**src/rtl/stage_decode.sv**
```systemverilog
// Decode stage of the 3-stage RV32I pipeline: IF/ID register, immediate decode, operand
// forwarding from writeback, branch/jump resolution and a one-bubble squash after redirects.
module stage_decode #(
  parameter int unsigned     XLEN     = 32,
  parameter logic [XLEN-1:0] RESET_PC = 32'h4000_0000,
  parameter logic [XLEN-1:0] NOP      = 32'h0000_0013
) (
  input  logic            clk,
  input  logic            rst,
  input  logic [XLEN-1:0] instrF,
  input  logic [XLEN-1:0] pcF,
  input  logic            stall_in,
  output logic [4:0]      rs1_addr,
  output logic [4:0]      rs2_addr,
  input  logic [XLEN-1:0] rs1_data,
  input  logic [XLEN-1:0] rs2_data,
  input  logic            wb_we,
  input  logic [4:0]      wb_rd,
  input  logic [XLEN-1:0] wb_data,
  output logic            stallF,
  output logic [1:0]      pc_selD,
  output logic [XLEN-1:0] jump_result,
  output logic [XLEN-1:0] branch_result,
  output logic [XLEN-1:0] instrD,
  output logic [XLEN-1:0] pcD,
  output logic            validD,
  output logic [XLEN-1:0] immD,
  output logic [XLEN-1:0] rs1_fwd,
  output logic [XLEN-1:0] rs2_fwd,
  output logic [31:0]     dec_count
);

  localparam logic [6:0] OpLoad   = 7'b0000011;
  localparam logic [6:0] OpOpImm  = 7'b0010011;
  localparam logic [6:0] OpAuipc  = 7'b0010111;
  localparam logic [6:0] OpStore  = 7'b0100011;
  localparam logic [6:0] OpLui    = 7'b0110111;
  localparam logic [6:0] OpBranch = 7'b1100011;
  localparam logic [6:0] OpJalr   = 7'b1100111;
  localparam logic [6:0] OpJal    = 7'b1101111;

  typedef enum logic [1:0] {StRun, StKill, StStall} state_e;

  state_e          state_q, state_d;
  logic [XLEN-1:0] instr_q, instr_d;
  logic [XLEN-1:0] pc_q, pc_d;
  logic            valid_q, valid_d;
  logic [31:0]     count_q, count_d;

  logic [6:0]      opcode;
  logic [2:0]      funct3;
  logic [XLEN-1:0] imm_i, imm_s, imm_b, imm_u, imm_j;
  logic [XLEN-1:0] jalr_sum;
  logic            is_jal, is_jalr, is_branch;
  logic            taken, redirect;

  assign opcode    = instr_q[6:0];
  assign funct3    = instr_q[14:12];
  assign is_jal    = (opcode == OpJal);
  assign is_jalr   = (opcode == OpJalr);
  assign is_branch = (opcode == OpBranch);

  assign imm_i = {{(XLEN-12){instr_q[31]}}, instr_q[31:20]};
  assign imm_s = {{(XLEN-12){instr_q[31]}}, instr_q[31:25], instr_q[11:7]};
  assign imm_b = {{(XLEN-12){instr_q[31]}}, instr_q[7], instr_q[30:25], instr_q[11:8], 1'b0};
  assign imm_u = {instr_q[31:12], 12'b0};
  assign imm_j = {{(XLEN-20){instr_q[31]}}, instr_q[19:12], instr_q[20], instr_q[30:21], 1'b0};

  always_comb begin
    immD = '0;
    case (opcode)
      OpLoad, OpOpImm, OpJalr: immD = imm_i;
      OpStore:                 immD = imm_s;
      OpBranch:                immD = imm_b;
      OpLui, OpAuipc:          immD = imm_u;
      OpJal:                   immD = imm_j;
      default:                 immD = '0;
    endcase
  end

  assign rs1_addr = instr_q[19:15];
  assign rs2_addr = instr_q[24:20];

  // x0 reads as zero even if writeback or the regfile disagree.
  always_comb begin
    rs1_fwd = rs1_data;
    if (wb_we && (wb_rd == rs1_addr) && (wb_rd != 5'd0)) rs1_fwd = wb_data;
    if (rs1_addr == 5'd0) rs1_fwd = '0;
    rs2_fwd = rs2_data;
    if (wb_we && (wb_rd == rs2_addr) && (wb_rd != 5'd0)) rs2_fwd = wb_data;
    if (rs2_addr == 5'd0) rs2_fwd = '0;
  end

  always_comb begin
    taken = 1'b0;
    case (funct3)
      3'b000:  taken = (rs1_fwd == rs2_fwd);
      3'b001:  taken = (rs1_fwd != rs2_fwd);
      3'b100:  taken = ($signed(rs1_fwd) < $signed(rs2_fwd));
      3'b101:  taken = ($signed(rs1_fwd) >= $signed(rs2_fwd));
      3'b110:  taken = (rs1_fwd < rs2_fwd);
      3'b111:  taken = (rs1_fwd >= rs2_fwd);
      default: taken = 1'b0;
    endcase
  end

  assign jalr_sum      = rs1_fwd + imm_i;
  assign branch_result = pc_q + imm_b;

  always_comb begin
    jump_result = '0;
    if (is_jal)       jump_result = pc_q + imm_j;
    else if (is_jalr) jump_result = {jalr_sum[XLEN-1:1], 1'b0};
  end

  // A bubble is never valid, so the kill state cannot redirect again.
  assign redirect = valid_q && !stall_in && (is_jal || is_jalr || (is_branch && taken));

  always_comb begin
    pc_selD = 2'b00;
    if (redirect) pc_selD = (is_jal || is_jalr) ? 2'b01 : 2'b10;
  end

  assign stallF    = stall_in;
  assign instrD    = instr_q;
  assign pcD       = pc_q;
  assign validD    = valid_q;
  assign dec_count = count_q;

  always_comb begin
    state_d = state_q;
    instr_d = instr_q;
    pc_d    = pc_q;
    valid_d = valid_q;
    count_d = count_q;
    if (valid_q && !stall_in && (state_q != StStall)) count_d = count_q + 32'd1;
    case (state_q)
      StRun, StStall: begin
        if (stall_in) begin
          state_d = StStall;
        end else if (redirect) begin
          state_d = StKill;
          instr_d = NOP;
          pc_d    = pcF;
          valid_d = 1'b0;
        end else begin
          state_d = StRun;
          instr_d = instrF;
          pc_d    = pcF;
          valid_d = 1'b1;
        end
      end
      StKill: begin
        if (stall_in) begin
          state_d = StStall;
        end else begin
          state_d = StRun;
          instr_d = instrF;
          pc_d    = pcF;
          valid_d = 1'b1;
        end
      end
      default: state_d = StRun;
    endcase
  end

  always_ff @(posedge clk) begin
    if (rst) begin
      state_q <= StRun;
      instr_q <= NOP;
      pc_q    <= RESET_PC;
      valid_q <= 1'b0;
      count_q <= '0;
    end else begin
      state_q <= state_d;
      instr_q <= instr_d;
      pc_q    <= pc_d;
      valid_q <= valid_d;
      count_q <= count_d;
    end
  end

endmodule

```
**config.mk**
```make
export PLATFORM = sky130hd
export DESIGN_NAME = stage_decode
export DESIGN_NICKNAME = d
export VERILOG_FILES = /design/src/rtl/stage_decode.sv
export SDC_FILE = /design/constraint.sdc
export NUM_CORES = 1
export LEC_CHECK = 0
export ABC_AREA = 0
export CAP_MARGIN = 20
export CORE_MARGIN = 5
export CORE_UTILIZATION = 40
export CTS_BUF_LIST = sky130_fd_sc_hd__clkbuf_16
export CTS_CLUSTER_DIAMETER = 150
export CTS_CLUSTER_SIZE = 10
export DETAILED_ROUTE_END_ITERATION = 6
export HOLD_SLACK_MARGIN = 0.12
export PLACE_DENSITY = 0.76
export RECOVER_POWER = 100
export SLEW_MARGIN = 20
export SYNTH_ARGS = -nofsm -noshare
export SYNTH_HDL_FRONTEND = slang
export SYNTH_SLANG_ARGS = --single-unit
```
**constraint.sdc**
```tcl
create_clock -name clk -period 8 [get_ports clk]
set_input_delay 1.6 -clock clk [delete_from_list [all_inputs] [get_ports clk]]
set_output_delay 1.6 -clock clk [all_outputs]
set_load 0.01 [all_outputs]
```
Word-level counts from Yosys, hierarchy flattened

Cells that the tools add are included.

$add $sub $neg: 4
Magnitude comparators: 4
Equality and inequality tests: 22
Mux-type cells: 22
Bitwise gates (word level): 1
Reduce and logical (&&, ||, !) cells: 23

Operators by type and width:

| cell                                                            | count |
|---|---|
| 32-bit 2-to-1 mux                                               | 9 |
| 32-bit case mux with 5 select lines                             | 1 |
| 32-bit adder                                                    | 3 |
| 32-bit greater-or-equal comparator                              | 2 |
| 32-bit less-than comparator                                     | 2 |
| 32-bit case mux with 2 select lines                             | 1 |
| 32-bit by 1-bit adder with 32-bit output, second input constant | 1 |
| 32-bit == test                                                  | 1 |
| 32-bit inequality test                                          | 1 |
| 7-bit == test, second input constant                            | 3 |
| 7-bit by 5-bit == test with 1-bit output, second input constant | 2 |
| 7-bit by 6-bit == test with 1-bit output, second input constant | 2 |
| 3-bit == test, second input constant                            | 4 |
| 5-bit == test                                                   | 2 |
| 5-bit zero test                                                 | 2 |
| 1-bit logical AND                                               | 8 |
| 2-bit 2-to-1 mux                                                | 4 |
| 7-bit by 2-bit == test with 1-bit output, second input constant | 1 |
| 2-bit inequality test, second input constant                    | 3 |
| 1-bit case mux with 6 select lines                              | 1 |
| 3-bit OR reduction                                              | 2 |
| 5-bit nonzero test                                              | 1 |
| 1-bit 2-to-1 mux                                                | 4 |
| 2-bit case mux with 2 select lines                              | 1 |
| 13 further kinds                                                | 15 |

Register bits after elaboration: 99
Input bits: 169
Output and inout bits: 270

Depth between registers and ports, before layout

Gate-level depths: netlist of the first run.

Depth in word-level cells: 13
Depth in mapped cells: 20

Worst setup path before layout of the first run

Ideal clock, no wire load.

Kind: input to output
From: input port wb_rd[0]
To: output port jump_result[13]
Data arrival time: 5.794 ns
Data required time: 6.400 ns
Setup slack: 0.606 ns
Stages on the path: 17
Cells stage by stage: xnor2_1 -> nand2_1 -> nor3_1 -> clkbuf_1 -> buf_1 -> mux2i_1 -> nor2_1 -> ha_1 -> a2111o_1 -> or4_1 -> o21ai_1 -> or3b_1 -> o21ai_1 -> a31o_1 -> xor2_1 -> nand2_1 -> a21oi_1

Longest elaborated chain between the ends: 8
Elaborated cells between the ends (all ways): 9
Those cells by class: 1 x add/sub; 1 x eq/ne; 4 x mux; 3 x reduce/logical

RTL lines:

| item                  | RTL line | RTL |
|---|---|---|
| start, declared       | 18       | `input logic [4:0] wb_rd,` |
| 5-bit == test         | 87       | `if (wb_we && (wb_rd == rs1_addr) && (wb_rd != 5'd0)) rs1_fwd = wb_data;` |
| 1-bit logical AND     | 87       |  |
| 1-bit logical AND (*) | 87       |  |
| 32-bit 2-to-1 mux (*) | 87       |  |
| 32-bit 2-to-1 mux (*) | 88       | `if (rs1_addr == 5'd0) rs1_fwd = '0;` |
| net rs1_fwd[6]        | 28       | `output logic [XLEN-1:0] rs1_fwd,` |
| 32-bit adder (*)      | 107      | `assign jalr_sum = rs1_fwd + imm_i;` |
| 32-bit 2-to-1 mux (*) | 113      | `else if (is_jalr) jump_result = {jalr_sum[XLEN-1:1], 1'b0};` |
| 32-bit 2-to-1 mux (*) | 112      | `if (is_jal) jump_result = pc_q + imm_j;` |
| end, declared         | 22       | `output logic [XLEN-1:0] jump_result,` |

Mark *: on every way through the listed nets, which the timed path passes. The rest lies on a longest branch.

Final worst setup path of the first run

From: input port wb_rd[1]
To: output port jump_result[25]

Longest elaborated chain between the ends: 8
Elaborated cells between the ends (all ways): 9
Those cells by class: 1 x add/sub; 1 x eq/ne; 4 x mux; 3 x reduce/logical

RTL lines:

| item                  | RTL line |
|---|---|
| 5-bit == test         | 87 |
| 1-bit logical AND     | 87 |
| 1-bit logical AND (*) | 87 |
| 32-bit 2-to-1 mux (*) | 87 |
| 32-bit 2-to-1 mux (*) | 88 |
| 32-bit adder (*)      | 107 |
| 32-bit 2-to-1 mux (*) | 113 |
| 32-bit 2-to-1 mux (*) | 112 |

Mark *: on every way between the ends. The rest lies on a longest branch, timed or not.

==> metrics.cfg, run 1 <==
[run_status]
status = complete, but fails checks
violations = capacitance limit, slew limit

[yosys]
synth_cell_type_count = 72
synth_common_cells = nand2_1 (193), nor2_1 (136), a21oi_1 (129), ha_1 (104), dfxtp_1 (99)
synth_area_per_cell_um2 = 7.292
synth_top_area_frac = 0.1864
syn_inst = 1458
ys_seq_elements = 99
yosysTopAreaCell = dfxtp_1
ys.flop_type = dfxtp_1
yosysWarnings = 0
ys_seq_area_frac = 0.1864
synth_most_common_cell = nand2_1
syn-num-nets = 1734
mappedNetlistArea_um2 = 10630
synth_edf_count = 0
async_reset_ff_frac = 0
synth_area_leaders = dfxtp_1 (19%), ha_1 (12%), nand2_1 (6.8%)

[power_and_ir_drop]
cellPowerDensity_nw_per_um2 = 142.4
ir_drop_mv = 0.1300
p_leak_nw = 7.932

[critical_path]
critPathMaxFanout = 11
criticalPathCategory = input port to output port
critPathArrivalTime_ps = 6280
worstPathRequired_ps = 6400
crit_end = jump_result[25]
cp-end-kind = output port
reg2reg_setup_slack_ps = 2750
cp-start-kind = input port
timing.rr.start = instrD[22]
r2r_cells = 20
r2r-end = instrD[1]
critPathLaunch = wb_rd[1]

[sta]
fmax_mhz = 126.8
layout_setup_ws_ps = 115.6
setup_viol = 0
worst_slew_pin_slew_ps = 2960
timing.hold.ws_ps = 478.3
fin_skew_ps = 11.49
hold_viol_final = 0
min_period_over_period = 0.9855
fin_crit_ps = 7884
relSlewSlack = -0.9731
drv_slew = 38

[final_layout]
drive_gt1_frac = 0.1264
area.growth.synth_to_final_pct = 56.64
fillers = 2336
nets = 2249
final_cells = 2316

[clocking]
cts_sinks = 99
clk_pin_slew_ps = 80
root_buffer = clkbuf_16
htree_levels = 3
clock_latency_ps = 350
clock_tree.buffer_depth = 2
cts_hold_buffers = 0
cts_buffers = 9
cts_tree = yes

[placed_design]
routabilityCongestion = 0.9799
place_ws_ps = -505.5
port_buffers = 438
placedCellCount = 2281
hpwl_um = 38140

[global_route]
antenna_found_initial = 3
grt_overflow_total = 0
track_usage = 0.2943
grt_pass1_wl_um = 71370
grt_max_degree = 74
grt_pass1_vias = 12428

[floorplanning]
core_um2 = 26130
start_util = 0.4068
dieArea_um2 = 29940
row_count = 59
die_x_um = 173.0
io-pin-count = 439
die_height_um = 173.0

[route]
drt-total-wl_um = 46600
dr.pass1.iters = 5
drc = 0
dr_total_vias = 12646
ant_nets = 0
drt-vias-per-instance = 5.460
drt_iter0_markers = 722
drt-wirelength-per-cell_um = 20.12

[min_path]
whs_path_depth = 2
hold_class = flip-flop to flip-flop

[job]
drv_cap = 1

## repair_timing
action / in CTS / in global routing
buffers inserted: 7 / 8
pin swaps: 5 / 15
endpoints found under the hold margin: 0 / 0
resized for setup: 31 / 42
endpoints found under the setup margin: 20 / 18
## critical path, stage by stage
cell and delay (ps):
clkdlybuf4s50_1 470, or4_4 560, o21ai_4 180, buf_4 150, nor3_2 50, buf_12 150, buf_4 190, mux2i_1 160
nor2_1 70, buf_4 140, ha_1 280, a2111o_1 460, or4_1 440, o21ai_2 120, o31ai_4 140, buf_4 160
a21oi_2 180, o21ai_0 130, xnor2_1 150, o22ai_1 190, dlygate4sd2_1 320
## placed cells by master, fill, tap and decap left out, drive strengths merged, types with 9 or more instances in the layout
master / synthesis / final
nand4: 17 / 17
a211oi: 14 / 14
and2: 12 / 12
nand2b: 12 / 12
buf: 19 / 144
clkdlybuf4s50: 0 / 220
o21bai: 14 / 14
dfxtp: 99 / 99
xnor2: 74 / 74
a21oi: 129 / 129
nor2b: 11 / 11
a21o: 56 / 56
dlymetal6s2s: 0 / 9
dlygate4sd3: 0 / 194
o21ai: 79 / 79
xor2: 54 / 54
nor2: 136 / 136
or2: 37 / 37
mux2i: 66 / 66
nand2: 193 / 193
a31oi: 10 / 10
clkbuf: 61 / 18
nand3: 40 / 40
ha: 104 / 104
inv: 73 / 78
and3: 14 / 14
o22ai: 14 / 14
nor3: 18 / 18
## layer usage
metal  GRT usage  vias to the layer above  part of all wire
li1            -                     6163                 -
met1      0.3625                     5904              0.42
met2      0.5034                      496              0.47
met3     0.06965                       83             0.079
met4      0.1044                        0             0.035
met5           0                        -                 0
## metrics by stage
step	area (um2)	power, W	TNS (ps)	utilization
after floorplan	10630	0.001262	0	-
after global placement	16100	0.001912	-2497	0.6161
after detailed placement	16100	0.001926	-3152	0.6161
after CTS	16500	0.002384	-218.4	0.6312
after global routing	16650	0.002511	-55.13	0.6373
final	16650	0.002372	0	0.6373
## cell families (layout without fill, tap and decap cells)
logic type               Yosys count  in the layout  share of synthesized area
AO/OA/AOI/OAI                    376            376                     0.2247
buffers and inverters            153            673                    0.05920
flip-flops                        99             99                     0.1864
multiplexers                      68             68                    0.06461
other                              0              3                          0
XOR/XNOR                         128            128                     0.1054
adder cells (fa/ha/maj)          107            107                     0.1280
AND/OR/NAND/NOR                  527            527                     0.2316
## sequential cells by signal, summed over array words and instances (netlist names)
signal     flops
instrD        32
validD         1
pcD           32
dec_count     32
state_q        2
## cell type report
cell class                 count  area, um2  area share
multi-input combinational   1206       8207      0.4928
timing repair buffer         584       5474      0.3287
sequential                    99       1982      0.1190
tap                          335      419.2     0.02517
inverter                      73      274.0     0.01645
clock buffer                   9      225.2     0.01352
clock inverter                 7      65.06    0.003907
antenna                        3      7.507   0.0004508
## where the power goes
part | leakage, nW | internal, W | switching [W]
clock network | 0.146 | 0.000220 | 0.000217
registers | 0.813 | 0.000520 | 0.0000622
logic | 6.97 | 0.000676 | 0.000676
## worst min-delay path by stage
stage | from | to
after floorplan | instrD[10] | instrD[10]
after global placement | instrD[8] | instrD[8]
after detailed placement | instrD[8] | instrD[8]
after CTS | instrD[8] | instrD[8]
after global routing | pcD[28] | pcD[28]
final | pcD[7] | pcD[7]
No activity file was read; power rests on OpenSTA's default activity.
==> run 2, diff against run 1 <==
--- a/config.mk
+++ b/config.mk
@@ -14,7 +14,7 @@
 export CTS_CLUSTER_SIZE = 10
 export DETAILED_ROUTE_END_ITERATION = 6
 export HOLD_SLACK_MARGIN = 0.12
-export PLACE_DENSITY = 0.76
+export PLACE_DENSITY = 0.84
 export RECOVER_POWER = 100
 export SLEW_MARGIN = 20
 export SYNTH_ARGS = -nofsm -noshare
==> run 2 against run 1 <==
  * The flow still finishes with violations (capacitance limit, slew limit)
  * Largest power group unchanged
  * Critical path type unchanged
  * Routed wire length grew 0.28%
  * Clock skew is 4.1 ps higher
  * Register-to-register slack worse by 100 ps
==> metrics.cfg, run 2 (synthesis gave the netlist of run 1 again) <==
[clocking]
htree_levels = 3
clock_latency_ps = 350
cts_buffers = 9
cts_sinks = 99
clk_pin_slew_ps = 70
cts_tree = yes
root_buffer = clkbuf_16
clock_tree.buffer_depth = 2

[global_route]
track_usage = 0.2932
grt_pass1_vias = 12531
grt_max_degree = 74
grt_util_met1 = 0.3622
grt_overflow_total = 0
grtUsageMet2 = 0.5073
grt.busiest_layer = met2
antenna_found_initial = 3
grt_pass1_wl_um = 71690
grt_use_met3 = 0.07074

[min_path]
hold_class = flip-flop to flip-flop
whs_path_depth = 2
min_from = pcD[23]
min_to = pcD[23]

[power_and_ir_drop]
p_leak_nw = 7.765
ir_drop_mv = 0.1271
cellPowerDensity_nw_per_um2 = 140.9
power_w = 0.002305

[placed_design]
port_buffers = 438
place_ws_ps = -515.3
routabilityCongestion = 0.9760
hpwl_um = 38280

[critical_path]
criticalPathCategory = input port to output port
critPathMaxFanout = 9
crit_top_cell = buf_4
timing.rr.start = instrD[19]
cp.buffers_inverters = 7
worstPathRequired_ps = 6400
critPathArrivalTime_ps = 6200
critPathMaxStageDelay_ps = 530
cp-start-kind = input port
crit_cells = 22
cp-end-kind = output port
path_cells = clkdlybuf4s50_1, or4_4, o21ai_4, nor4_4, buf_12, buf_4, mux2i_1, or2_2, ha_1, nand3_1, o22ai_1, a2111oi_2, buf_4, o22ai_2, and3b_1, or4_1, a21o_1, o21ai_1, buf_4, o21bai_2, inv_1, dlygate4sd2_1
reg2reg_setup_slack_ps = 2650
r2r-end = instrD[4]
r2r_cells = 20
cp_top_family = simple AND/OR/NAND/NOR gates
cp_slowest_cell = or4_4

[sta]
fin_skew_ps = 15.59
hold_viol_final = 0
layout_setup_ws_ps = 203.4
min_period_over_period = 0.9746
drv_slew = 38
setup_viol = 0
fin_crit_ps = 7797
worst_slew_pin_slew_ps = 2707
fmax_mhz = 128.3
relSlewSlack = -0.8045

[floorplanning]
row_count = 59
core_um2 = 26130
die_height_um = 173.0
dieArea_um2 = 29940
die_x_um = 173.0
start_util = 0.4068
io-pin-count = 439

[route]
ant_nets = 0
drt-total-wl_um = 46730
drt-wirelength-per-cell_um = 20.51
drt-vias-per-instance = 5.548
drc = 0
dr.pass1.iters = 5
drt_iter0_markers = 965
dr_total_vias = 12638

[final_layout]
drive_gt1_frac = 0.09990
layout_common_cells = dlygate4sd3_1 (214), clkdlybuf4s50_1 (210), nand2_1 (192), nor2_1 (130), a21oi_1 (124)
nets = 2213
final_common_cell = dlygate4sd3_1
area.growth.synth_to_final_pct = 53.85
fillers = 2292

[job]
drv_cap = 1

[run_status]
violations = capacitance limit, slew limit
status = complete, but fails checks

## run 2: worst max path at each step
stage / from / to / slack (ps)
detailed placement: wb_rd[4] / pc_selD[1] / -520
floorplan: wb_rd[0] / jump_result[13] / 610
CTS: wb_rd[0] / jump_result[13] / 60
global placement: wb_rd[2] / pc_selD[1] / -470
global route: wb_rd[4] / pc_selD[1] / -20
finish: wb_rd[2] / pc_selD[1] / 200
## run 2: final cells by class
class,count,area [um2],share of cell area
timing repair buffer,548,5239,0.3203
sequential,99,1982,0.1212
antenna,1,2.502,0.0001530
clock buffer,9,225.2,0.01377
inverter,73,274.0,0.01675
clock inverter,7,43.79,0.002677
multi-input combinational,1206,8172,0.4996
tap,335,419.2,0.02563
## run 2: power breakdown
part           internal (W)  total, W  switching (W)
clock network      0.000210  0.000410       0.000200
registers          0.000520  0.000586      0.0000652
logic              0.000636   0.00131       0.000673
## run 2: per-layer routing
metal / wire [um] / part of all wire
met1: 18950 / 0.41
met2: 22320 / 0.48
met3: 3867 / 0.083
met4: 1566 / 0.034
met5: 27 / 0.00058
## run 2: worst register-to-register path: cells and delay by family (launching register included)
family | cells | cell delay, ps
flops | 1 | 380
fa+ha+maj | 1 | 330
compound gates | 7 | 1400
simple gates | 6 | 1630
buf+inv | 5 | 1330
mux | 1 | 160
## run 2: stage by stage
stage / utilization / hold WS [ps] / setup TNS, ps / area, um2 / cells
2_1_floorplan: - / 490.8 / 0 / 10630 / 1458
3_3_place_gp: 0.6086 / 466.6 / -4319 / 15900 / 2256
3_5_place_dp: 0.6086 / 471.1 / -5686 / 15900 / 2256
4_1_cts: 0.6211 / 480.3 / 0 / 16230 / 2275
5_1_grt: 0.6259 / 514.7 / -31.99 / 16360 / 2278
6_report: 0.6259 / 479.1 / 0 / 16360 / 2278
## run 2: repair_timing
action / in CTS / in global routing
hold buffers: 0 / 0
endpoints found under the setup margin: 24 / 19
setup buffers: 3 / 2
pin swaps: 3 / 10
resized for setup: 6 / 36
